<file path="config.mk">
export PLATFORM = sky130hd
export DESIGN_NAME = baccarat_fsm
export DESIGN_NICKNAME = d
export VERILOG_FILES = /design/src/rtl/baccarat_fsm.sv
export SDC_FILE = /design/constraint.sdc
export NUM_CORES = 1
export LEC_CHECK = 0
export CORE_AREA = 2 2 39 41
export DETAILED_ROUTE_END_ITERATION = 16
export DIE_AREA = 0 0 41 43
export PLACE_DENSITY_LB_ADDON = 0.25
export SLEW_MARGIN = 0
export SYNTH_ARGS = -nofsm -noshare
export SYNTH_HDL_FRONTEND = slang
export SYNTH_SLANG_ARGS = --single-unit
</file>
<file path="constraint.sdc">
create_clock -name slow_clock -period 2.3 [get_ports slow_clock]
set_input_delay 0.575 -clock slow_clock [delete_from_list [all_inputs] [get_ports slow_clock]]
set_output_delay 0.575 -clock slow_clock [all_outputs]
set_load 0.02 [all_outputs]
</file>
<file path="src/rtl/baccarat_fsm.sv">
// Baccarat game sequencer. This block deals one hand by pulsing one card-load
// enable per slow_clock cycle. It applies the third-card rules to the scores
// and drives the win lights. Only reset restarts the hand.
module baccarat_fsm (
  input  logic       slow_clock,
  input  logic       resetb,
  input  logic [3:0] pscore,
  input  logic [3:0] dscore,
  input  logic [3:0] pcard3,
  output logic       load_pcard1,
  output logic       load_pcard2,
  output logic       load_pcard3,
  output logic       load_dcard1,
  output logic       load_dcard2,
  output logic       load_dcard3,
  output logic       player_win_light,
  output logic       dealer_win_light,
  output logic [3:0] state_out
);

  localparam logic [3:0] S_IDLE  = 4'd0;
  localparam logic [3:0] S_P1    = 4'd1;
  localparam logic [3:0] S_D1    = 4'd2;
  localparam logic [3:0] S_P2    = 4'd3;
  localparam logic [3:0] S_D2    = 4'd4;
  localparam logic [3:0] S_EVAL1 = 4'd5;
  localparam logic [3:0] S_P3    = 4'd6;
  localparam logic [3:0] S_EVAL2 = 4'd7;
  localparam logic [3:0] S_D3    = 4'd8;
  localparam logic [3:0] S_DONE  = 4'd9;

  logic [3:0] state_q, state_d;
  logic [3:0] pv;
  logic       bank_draw;

  // State register. The reset is active high despite its name.
  always_ff @(posedge slow_clock or posedge resetb) begin
    if (resetb) state_q <= S_IDLE;
    else        state_q <= state_d;
  end

  // Banker third-card rule. Face cards and "no card" count as 0.
  // A dealer score above 7 (including the impossible 10-15) means stand.
  always_comb begin
    pv        = (pcard3 >= 4'd10) ? 4'd0 : pcard3;
    bank_draw = 1'b0;
    case (dscore)
      4'd0, 4'd1, 4'd2: bank_draw = 1'b1;
      4'd3:             bank_draw = (pv != 4'd8);
      4'd4:             bank_draw = (pv >= 4'd2) && (pv <= 4'd7);
      4'd5:             bank_draw = (pv >= 4'd4) && (pv <= 4'd7);
      4'd6:             bank_draw = (pv >= 4'd6) && (pv <= 4'd7);
      default:          bank_draw = 1'b0;
    endcase
  end

  // Next-state logic. Illegal encodings fall back to S_IDLE.
  always_comb begin
    state_d = S_IDLE;
    case (state_q)
      S_IDLE:  state_d = S_P1;
      S_P1:    state_d = S_D1;
      S_D1:    state_d = S_P2;
      S_P2:    state_d = S_D2;
      S_D2:    state_d = S_EVAL1;
      S_EVAL1: begin
        if (pscore >= 4'd8 || dscore >= 4'd8) state_d = S_DONE;
        else if (pscore <= 4'd5)              state_d = S_P3;
        else if (dscore <= 4'd5)              state_d = S_D3;
        else                                  state_d = S_DONE;
      end
      S_P3:    state_d = S_EVAL2;
      S_EVAL2: state_d = bank_draw ? S_D3 : S_DONE;
      S_D3:    state_d = S_DONE;
      S_DONE:  state_d = S_DONE;
      default: state_d = S_IDLE;
    endcase
  end

  // Moore output decode. The win lights also look at the live scores, but only in S_DONE.
  always_comb begin
    load_pcard1      = (state_q == S_P1);
    load_dcard1      = (state_q == S_D1);
    load_pcard2      = (state_q == S_P2);
    load_dcard2      = (state_q == S_D2);
    load_pcard3      = (state_q == S_P3);
    load_dcard3      = (state_q == S_D3);
    player_win_light = (state_q == S_DONE) && (pscore >= dscore);
    dealer_win_light = (state_q == S_DONE) && (dscore >= pscore);
    state_out        = state_q;
  end

endmodule

</file>
==> flow_summary.json, run 1 <==
{
  "rows": 14,
  "cts_sinks": 4,
  "drtAntennaViolNets": 0,
  "largest_reg_flops": 4,
  "cts_root_buf": "clkbuf_4",
  "synthArstFlopShare": 1.00,
  "area_growth_pct": 90.5,
  "drc": 0,
  "cts_buffers": 3,
  "grt_pass1_vias": 531,
  "grt_pass1_wl_um": 2080,
  "synth_seq_cells": 4,
  "fin_hold_ws_ns": 0.526,
  "die_h_um": 43,
  "end_kind": "output port",
  "grt_max_degree": 11,
  "grt_overflow": 0,
  "layout-drive-gt1-share": 0.326,
  "avgSynthCellArea_um2": 8.17,
  "synth_ff_type": "dfrtp_1",
  "cp_cell_sequence": "buf_8 > inv_4 > ha_4 > nor2b_4 > o21a_1 > o21a_1 > o31a_1 > buf_6",
  "synth_common_cells": "inv_1 (6), nor2_1 (5), nor3_1 (5), dfrtp_1 (4), ha_1 (4)",
  "initial_utilization": 0.325,
  "setup.worst_path.start_class": "input pin",
  "hold_viol_final": 0,
  "fin_util": 0.618,
  "relSlewSlack": 0.848,
  "worst_ep_arrival_time_ns": 1.80,
  "power.density_nw_per_um2": 842,
  "grt_use_total": 0.167,
  "diodes": 0,
  "ios": 26,
  "rsz0062_at_grt": "true",
  "critPathMaxFanout": 2,
  "synth_area_leaders": "dfrtp_1 (22%), ha_1 (11%), nor3_1 (5.6%)",
  "vias_per_cell": 5.08,
  "status": "finished, violations left",
  "synth_top_area_share": 0.223,
  "worst_pin_slew_ns": 0.225,
  "crit_type": "in -> out",
  "clk_pin_slew_worst_paths_ns": 0.03,
  "vdd_drop_max_mv": 0.291,
  "die_w_um": 41,
  "fin_nets": 109,
  "wl_per_cell_um": 11.8,
  "worstSkewPairLatency_ns": 0.23,
  "setup_viol": 2,
  "post_cts_buffers": 0,
  "cts_max_level": 1,
  "core_area_um2": 1380,
  "synth_edf_count": 0,
  "ys_seq_area_frac": 0.223,
  "p_leak_nw": 0.430,
  "synth.most_common_cell": "inv_1",
  "period_needed_ns": 2.38,
  "synth_area_um2": 449,
  "hpwl_um": 957,
  "crit_slowest_cell": "o31a_1",
  "routed_wl_um": 1240,
  "fmax_mhz": 421,
  "synthCells": 55,
  "drtPass1Iterations": 4,
  "max_cap_violations": 0,
  "dieArea_um2": 1760,
  "setup_ws_ns": -0.0767,
  "antenna_found_initial": 0,
  "cts.path.max_buffers": 2,
  "vias": 533,
  "hp-class": "in -> async",
  "drv_slew": 0,
  "gp_congestion": 0.689,
  "port_buffers": 25,
  "cp.required_ns": 1.73,
  "violations": "negative setup slack",
  "yosys_warnings": 0,
  "cpPeakStageDelay_ns": 0.26,
  "finClkSkew_ns": 0.00121,
  "synth_top_cell_by_area": "dfrtp_1",
  "cts_tree": "yes",
  "synth_fp_nets": 73,
  "fin_crit_sh": 1.03,
  "synth_cell_types": 29,
  "drt_iter0_markers": 2,
  "cpMostUsedCell": "o21a_1"
}
[final cells by class]
class	count	area, um2
Fill cell	138	528
Multi-Input combinational cell	42	368
Timing Repair Buffer	34	320
Sequential cell	4	100
Inverter	6	25.0
Clock buffer	3	22.5
Tap cell	16	20.0
[per-layer routing]
layer  vias to the layer above  GRT usage  share of wire
met5                         -          0              0
met4                         0     0.0600              0
met3                         0     0.0366          0.069
met2                        26      0.291           0.54
met1                       239      0.185           0.39
li1                        268          -              -
[layout by cell type (no fill, tap or decap), drive strengths merged]
cell type and count:
a211o 1, nor3 5, a21o 1, o21ai 3, clkbuf 4, and4 1, nor2 5, o221ai 1
or4b 1, o31a 1, clkdlybuf4s50 12, o41ai 1, nor4b 1, inv 6, a41oi 1, a41o 1
buf 13, o21a 2, clkdlybuf4s15 1, a21oi 2, nand2b 4, o22ai 1, dfrtp 4, or2b 1
ha 4, dlymetal6s2s 3, nor2b 2, dlygate4sd2 4, nand2 2, a211oi 1
[critical path, delay by kind of cell]
kind                       cells  cell delay [ns]
AOI/OAI and AO/OA              3             0.64
and+or+nand+nor                1             0.12
buffers and inverters          3             0.28
adders and majority gates      1             0.19
[where the power goes]
part / switching (W) / internal, W
registers: 0.0000115 / 0.000100
clock network: 0.0000234 / 0.0000580
logic: 0.000277 / 0.000250
total: 0.000312 / 0.000409
[metrics by stage]
| stage | setup WS (ns) | power, W | setup TNS [ns] | instances | instance area (um2) |
|---|---|---|---|---|---|
| finish | -0.0767 | 0.000721 | -0.148 | 105 | 856 |
| global placement | -0.978 | 0.000629 | -1.89 | 102 | 776 |
| CTS | -0.116 | 0.000723 | -0.191 | 105 | 842 |
| detailed placement | -1.00 | 0.000632 | -1.93 | 102 | 776 |
| floorplan | 0.0326 | 0.000423 | 0 | 55 | 468 |
| global route | -0.116 | 0.000777 | -0.215 | 105 | 856 |
[worst paths after layout]
| check | from | to | slack, ns | depth (start not counted) |
|---|---|---|---|---|
| worst min register to register | state_out[3] | state_out[2] | 0.58 | 2 |
| max in group asynchronous | resetb | state_out[1] | 1.63 | 2 |
| worst max register to register | state_out[3] | state_out[0] | 0.89 | 5 |
| worst min-delay path | resetb | state_out[2] | 0.53 | 2 |
| min in group slow_clock | state_out[3] | state_out[2] | 0.58 | 2 |
| worst max-delay path | pscore[1] | dealer_win_light | -0.08 | 8 |
[logic make-up after synthesis]
group / Yosys count / share of synthesized area
flops: 4 / 0.223
buf+inv: 9 / 0.117
simple gates: 22 / 0.292
compound gates: 16 / 0.256
fa+ha+maj: 4 / 0.111
[what timing repair did]
action                     CTS  global route
resized for setup           40             7
hold buffers                 0             0
setup endpoints to repair    2             5
pin swaps                    8             2
Power figures use the tool's default switching activity.
==> inputs of run 2 (changes only) <==
--- a/config.mk
+++ b/config.mk
@@ -5,9 +5,9 @@
 export SDC_FILE = /design/constraint.sdc
 export NUM_CORES = 1
 export LEC_CHECK = 0
-export CORE_AREA = 2 2 39 41
+export CORE_AREA = 3 3 40 42
 export DETAILED_ROUTE_END_ITERATION = 16
-export DIE_AREA = 0 0 41 43
+export DIE_AREA = 0 0 43 45
 export PLACE_DENSITY_LB_ADDON = 0.25
 export SLEW_MARGIN = 0
 export SYNTH_ARGS = -nofsm -noshare
==> flow_summary.json, run 2 (same netlist as run 1, synthesis figures left out) <==
{
  "cpMostUsedCell": "o21a_1",
  "core_area_um2": 1280,
  "largest_reg_flops": 4,
  "worst_ep_arrival_time_ns": 1.81,
  "cp_cell_sequence": "buf_8 > ha_4 > nor2b_4 > o21a_1 > o21a_1 > o31a_1 > buf_6",
  "cpPeakStageDelay_ns": 0.27,
  "layout-drive-gt1-share": 0.311,
  "cts_max_level": 1,
  "rsz0062_at_grt": "true",
  "cp.required_ns": 1.73,
  "hpwl_um": 1010,
  "regArea_um2": 100,
  "grt_overflow": 0,
  "dp.cells": 102,
  "grt_pass1_vias": 490,
  "drtAntennaViolNets": 0,
  "setup_viol": 2,
  "cts_root_buf": "clkbuf_4",
  "dieArea_um2": 1940,
  "critical_path_buf_inv_count": 2,
  "drt_iter0_markers": 4,
  "fin_nets": 110,
  "cts_tree": "yes",
  "fmax_mhz": 419,
  "initial_utilization": 0.350,
  "gp_congestion": 0.721,
  "port_buffers": 25,
  "die_h_um": 45,
  "area_growth_pct": 92.8,
  "wl_per_cell_um": 12.3,
  "setup.worst_path.start_class": "input pin",
  "cts_sinks": 4,
  "n_fill_cell": 118,
  "cpLargestDelayFamily": "compound AO/OA/AOI/OAI gates",
  "p_leak_nw": 0.436,
  "crit_slowest_cell": "o31a_1",
  "grt_use_total": 0.140,
  "setup_ws_ns": -0.0895,
  "diodes": 0,
  "end_kind": "output port",
  "fin_util": 0.674,
  "drtPass1Iterations": 4,
  "drc": 0,
  "pre_cts_slack_ns": -1.01,
  "period_needed_ns": 2.39,
  "rows": 13,
  "worstSkewPairLatency_ns": 0.23,
  "routed_wl_um": 1300,
  "hp-class": "in -> async",
  "cts_buffers": 3,
  "finClkSkew_ns": 0.00520,
  "violations": "negative setup slack",
  "layout_common_cells": "clkdlybuf4s50_1 (11), buf_4 (11), nor3_1 (5), nor2_1 (5)",
  "vdd_drop_max_mv": 0.279,
  "fin_crit_sh": 1.04,
  "grt_pass1_wl_um": 2020,
  "critPathMaxFanout": 2,
  "vias_per_cell": 5.10,
  "hold_viol_final": 0,
  "die_w_um": 43,
  "post_cts_buffers": 0,
  "antenna_found_initial": 0,
  "max_cap_violations": 0,
  "layout.cells.non_filler": 105,
  "ios": 26,
  "ctsHoldBuffers": 0,
  "drv_slew": 0,
  "power.density_nw_per_um2": 837,
  "relSlewSlack": 0.843,
  "status": "finished, violations left",
  "grt_max_degree": 11,
  "cts.path.max_buffers": 2,
  "worst_pin_slew_ns": 0.232,
  "vias": 536,
  "multi_input_area_um2": 360,
  "clk_pin_slew_worst_paths_ns": 0.04,
  "crit_type": "in -> out"
}
-- run 2: cell count changes in the layout (fill, tap and decap cells not counted), sizes merged --
cell,previous run,this run
clkdlybuf4s15,1,3
buf,13,14
clkbuf,4,3
clkdlybuf4s50,12,11
-- run 2: what timing repair did --
item                                    CTS  global route
endpoints found under the setup margin    3             5
hold endpoints to repair                  0             0
resized for setup                        42             6
pin swaps                                 8             3
-- run 2: layout make-up --
| cell class | instances | share of cell area |
|---|---|---|
| multi-input combinational | 42 | 0.416 |
| timing repair buffer | 35 | 0.392 |
| sequential | 4 | 0.116 |
| inverter | 6 | 0.0289 |
| clock buffer | 3 | 0.0260 |
| tap | 15 | 0.0217 |
-- run 2: worst paths after layout --
path	from	end	slack, ns	cells past startpoint
max	dscore[1]	dealer_win_light	-0.09	7
min	resetb	state_out[3]	0.51	2
max reg2reg	state_out[3]	state_out[0]	0.90	5
min reg2reg	state_out[3]	state_out[2]	0.57	2
max in group asynchronous	resetb	state_out[1]	1.64	2
min in group slow_clock	state_out[3]	state_out[2]	0.57	2
-- run 2: stage by stage --
stage               hold slack, ns  TNS (ns)  power (W)  cell area, um2
finish                       0.513    -0.155   0.000725             866
global route                 0.526    -0.194   0.000778             866
detailed placement           0.567     -1.95   0.000637             782
global placement             0.570     -1.89   0.000634             782
floorplan                    0.341         0   0.000423             468
CTS                          0.513    -0.184   0.000732             850
-- run 2: power by group --
group	switching (W)	internal, W	leakage (nW)
Sequential	0.0000116	0.000100	0.0504
Combinational	0.000275	0.000252	0.372
Clock	0.0000274	0.0000582	0.0138
-- run 2: worst reg2reg max path, delay by kind of cell, from the launching register on --
| kind | cells | cell delay [ns] |
|---|---|---|
| flops | 1 | 0.36 |
| buf+inv | 1 | 0.16 |
| compound gates | 2 | 0.20 |
| simple gates | 2 | 0.61 |
-- run 2: per-layer routing --
layer | global-route usage | routed length, um | vias to the layer above
met5 | 0 | 0 | -
met4 | 0.0783 | 42 | 0
met3 | 0.0159 | 90 | 4
met2 | 0.278 | 701 | 26
met1 | 0.141 | 460 | 229
li1 | - | - | 277
==> RTL change 1 (config.mk and constraints of run 1) <==
Register the output `load_dcard2`, with the module's reset; this adds one clock of latency there. The other outputs are not delayed to match.
--- a/src/rtl/baccarat_fsm.sv
+++ b/src/rtl/baccarat_fsm.sv
@@ -28,6 +28,8 @@
   localparam logic [3:0] S_EVAL2 = 4'd7;
   localparam logic [3:0] S_D3    = 4'd8;
   localparam logic [3:0] S_DONE  = 4'd9;
+
+  logic load_dcard2_d;
 
   logic [3:0] state_q, state_d;
   logic [3:0] pv;
@@ -82,7 +84,7 @@
     load_pcard1      = (state_q == S_P1);
     load_dcard1      = (state_q == S_D1);
     load_pcard2      = (state_q == S_P2);
-    load_dcard2      = (state_q == S_D2);
+    load_dcard2_d    = (state_q == S_D2);
     load_pcard3      = (state_q == S_P3);
     load_dcard3      = (state_q == S_D3);
     player_win_light = (state_q == S_DONE) && (pscore >= dscore);
@@ -90,5 +92,13 @@
     state_out        = state_q;
   end
 
+  always_ff @(posedge slow_clock or posedge resetb) begin
+    if (resetb) begin
+      load_dcard2 <= '0;
+    end else begin
+      load_dcard2 <= load_dcard2_d;
+    end
+  end
+
 endmodule
 
Check against the original RTL: not equivalent (Yosys sat finds a counterexample within 10 cycles, from zero or initial values and one cycle with resetb high).
==> RTL change 1 against run 1 <==
- sequential share of layout area grew 2.4 points
- utilization is 2.2 points higher
- wire length grew 18%
- via count is 7.3% higher
- setup slack improved by 100 ps
- synthesized area is 3.6% higher
- total power is 8.6% higher
- worst hold slack worse by 51 ps
- critical path depth stayed put
- sequential cell count rose by 1
- final area up 3.5%
- critical path type unchanged
==> RTL change 1: results (changes against run 1) <==
status complete, no violations; top post-synthesis cells by area dfrtp_1, ha_1, nor3_1; Place WS -832.3 ps (+167.8 ps); Synthesis Warnings 0 (unchanged); crit path DAT 1700 ps (-100 ps); CTS Root Buffer Type clkbuf_4; cell family with most CP delay compound AO/OA/AOI/OAI gates; drt initial violations 17 (+15); combinational cell power 0.533 mW (+0.9%); syn_nets 75 (+2.7%); Layout fillers 135 (-2.2%); Power Internal 0.4466 mW (+9.3%); Slowest cell on crit path o21ba_1; critical path's largest stage delay 210 ps (-50 ps); global placer's final weighted congestion 0.7176 (+4.2%); Worst Path Max Fanout 2 (unchanged); DR top layer met4; Slew @ Worst Pin 238.7 ps (+13.55 ps); M1 GR Usage 20.39% (+1.9 points); library cells used by synthesis 29 (unchanged); Main synth FF type dfrtp_1; total CTS buffers 3 (unchanged); Post-synth top cells nor3_1, dfrtp_1, inv_1; GR met3 Demand/Resource 3.665% (unchanged); placed insts 106 (+3.9%); Tot GR Track Use 19.52% (+2.8 points); clock insertion delay at the later pin of the skew report 250 ps (+20 ps); largest net degree at the start of global routing 11 (unchanged); vias in the first global route 558 (+5.1%); antenna violations before repair 0 (unchanged); first-pass GRT wire length 2325 um (+12%); register area share after synthesis 26.88% (+4.6 points); max FFs per register 4 (unchanged); syn avg cell area 8.166 sq um (about the same); Slew Limit Fails 0 (unchanged); WL met1 521 um (+6.5%); Max rail drop VDD 0.2828 mV (-2.8%); WL met3 80 um (-7.0%); detailed-route via count 572 (+7.3%); Leak Pwr 0.4327 nW (+0.66%); Port Buffers 25 (unchanged); Hold Crit Depth 1; nets 114 (+4.6%); via/cell ratio 5.153 (+1.5%); met2 WL 840 um (+26%); worst hold path type flip-flop to flip-flop; cell depth of the worst flop-to-flop path 5 (unchanged); share of cells above drive strength 1 33.68% (+1.1 points); DP HPWL 1070 um (+12%); Comb power frac 68.1% (-5.1 points); clk pwr 0.106 mW (+30%); met2 Use GR 34.06% (+5.0 points); Clock transition at path regs 40 ps; Max clock buf depth 2 (unchanged); WL final 1468 um (+18%); Layout Skew 0.9016 ps (-0.3072 ps); DRC 0 (unchanged); drt pass-1 iters 4 (unchanged)
-- RTL change 1: cell families (layout without fill, tap and decap cells) --
| group | after synthesis | in the layout | share of synthesized area [%] |
|---|---|---|---|
| buffers and inverters | 7 | 45 | 7.526 |
| AND/OR/NAND/NOR | 26 | 26 | 32.26 |
| AO/OA/AOI/OAI | 15 | 15 | 22.58 |
| flip-flops | 5 | 5 | 26.88 |
| adder cells (fa/ha/maj) | 4 | 4 | 10.75 |
-- RTL change 1: per-stage QoR --
stage	TNS [ps]	instance area [sq um]	hold slack, ps
after floorplan	0	465.4	353.5
after global placement	-1548	794.5	469.1
after detailed placement	-1619	794.5	472.7
after CTS	0	837.1	478.2
after global routing	-74.18	885.9	522.8
final	0	885.9	474.4
-- RTL change 1: cell type report --
type / count / area, sq um / share of cell area, %
tap: 16 / 20.02 / 2.260
sequential: 5 / 125.1 / 14.12
multi-input combinational: 45 / 366.6 / 41.38
timing repair buffer: 36 / 326.6 / 36.86
clock buffer: 4 / 26.28 / 2.966
inverter: 5 / 21.27 / 2.401
-- RTL change 1: worst paths after layout --
check	start	to	slack, ps
worst min-delay path	state_out[3]$_DFF_PP0_	state_out[2]$_DFF_PP0_	470
worst min register to register	state_out[3]$_DFF_PP0_	state_out[2]$_DFF_PP0_	470
max in group asynchronous	resetb	state_out[3]$_DFF_PP0_	1610
worst max-delay path	pscore[1]	dealer_win_light	30
worst max register to register	state_out[3]$_DFF_PP0_	state_out[0]$_DFF_PP0_	1030
min in group asynchronous	resetb	state_out[1]$_DFF_PP0_	520
-- RTL change 1: timing repair --
action / 4_1_cts / 5_1_grt
buffers inserted: 0 / 1
endpoints found under the hold margin: 0 / 0
endpoints found under the setup margin: 4 / 4
pin swaps: 5 / 5
resized for setup: 34 / 14
hold buffers: 0 / 0
==> RTL change 2 (config.mk and constraints of run 1) <==
Made on the original files. Make the reset (`resetb`) synchronous in one clocked block.
--- a/src/rtl/baccarat_fsm.sv
+++ b/src/rtl/baccarat_fsm.sv
@@ -34,7 +34,7 @@
   logic       bank_draw;
 
   // State register. The reset is active high despite its name.
-  always_ff @(posedge slow_clock or posedge resetb) begin
+  always_ff @(posedge slow_clock) begin
     if (resetb) state_q <= S_IDLE;
     else        state_q <= state_d;
   end
Function: differs if resetb is asserted again (counterexample within 4 cycles, from zero or initial values and one cycle with resetb high); with resetb held inactive, the same outputs for 10 cycles.
==> RTL change 2 against run 1 <==
- the flow still finishes with violations (setup timing)
- final area is 1.9% lower
- clock skew rose by 2.9 ps
- wire length increased by 1.6%
- synthesized area fell by 1.7%
- global-route usage grew 0.72 points
- setup slack better by 33 ps
- sequential cell count is the same
- largest cell class unchanged
- highest routed layer is now met4
Power is not compared: it rests on default switching activity, and its combinational part moved more than twofold at a synthesized area within 25%.
==> RTL change 2: results (changes against run 1) <==
drt initial violations 5 (+3); Layout fillers 125 (-9.4%); top post-synthesis cells by area dfxtp_1, ha_1, nor3_1; Post-synth top cells nor3_1, inv_1, nor2_1; vias in the first global route 508 (-4.3%); share of cells above drive strength 1 29.03% (-3.6 points); Tot GR Track Use 17.43% (+0.72 points); library cells used by synthesis 30 (+3.4%); global placer's final weighted congestion 0.7975 (+16%); failing checks setup timing; via/cell ratio 5.101 (+0.49%); average wire per standard cell 11.60 um (-2.1%); DP HPWL 996.7 um (+4.1%); Worst Path Max Fanout 2 (unchanged); fraction of registers with async set/reset 0% (-100 points); status complete, but fails checks; Main synth FF type dfxtp_1; Final Non-Filler Cells 109 (+3.8%); Place WS -992.5 ps (+7.638 ps); fin worst setup slack -43.43 ps (+33.25 ps); largest net degree at the start of global routing 12 (+1); r2r startpoint state_out[3]$_SDFF_PP0_; Layout Skew 4.073 ps (+2.864 ps); synthesized instance count 58 (+5.5%); final setup vio count 2 (unchanged); crit path DAT 1770 ps (-30 ps); syn_nets 76 (+4.1%); Max rail drop VDD 0.2242 mV; Slew @ Worst Pin 279.1 ps (+54.00 ps)
RTL change 2: worst paths after layout:
kind	to	slack, ps	cells after the start
max	dealer_win_light	-40	8
min	state_out[2]$_SDFF_PP0_	590	2
max reg2reg	state_out[0]$_SDFF_PP0_	860	5
min reg2reg	state_out[2]$_SDFF_PP0_	590	2
RTL change 2: power breakdown:
part / internal, mW / switching, mW / total, mW / leakage [nW]
Clock: 0.0584 / 0.0297 / 0.0881 / 0.0138
Combinational: 0.0718 / 0.0647 / 0.137 / 0.347
Sequential: 0.0746 / 0.00215 / 0.0768 / 0.0328
Total: 0.205 / 0.0965 / 0.301 / 0.394
RTL change 2: what timing repair did:
item | 4_1_cts | 5_1_grt
gates resized for setup | 37 | 6
pin swaps | 8 | 4
setup buffers | 0 | 0
endpoints found under the setup margin | 2 | 4
RTL change 2: logic make-up after synthesis:
kind of cell             count (synthesis)  synth area share (%)
flip-flops                               4                 18.13
AO/OA/AOI/OAI                           16                 27.48
adder cells (fa/ha/maj)                  4                 11.33
AND/OR/NAND/NOR                         26                 33.71
buffers and inverters                    8                 9.349
RTL change 2: critical path: stages:
cell,delay [ps]
buf_6,100
inv_4,50
ha_4,190
nor2b_4,120
o21a_1,160
o21a_1,200
o31a_1,250
buf_6,130
RTL change 2: cell type report:
cell class | instances | area, sq um | share of cell area (%)
clock buffers | 3 | 22.52 | 2.683
inverters | 5 | 21.27 | 2.534
multi-input cells | 46 | 371.6 | 44.26
flip-flops and latches | 4 | 80.08 | 9.538
well taps | 16 | 20.02 | 2.385
repair buffers | 35 | 324.1 | 38.60
RTL change 2: per-layer routing:
metal	global-route usage [%]	share of wire (%)	vias to the layer above
li1	-	-	287
met1	21.09	48	255
met2	26.25	47	12
met3	9.424	4.7	2
met4	4.000	0.63	0
met5	0	0	-
RTL change 2: metrics by stage:
stage	cell area (sq um)	hold slack (ps)
after floorplan	460.4	646.1
after global placement	783.3	562.5
after detailed placement	783.3	578.9
after CTS	822.0	586.1
after global routing	839.6	601.3
final	839.6	592.6
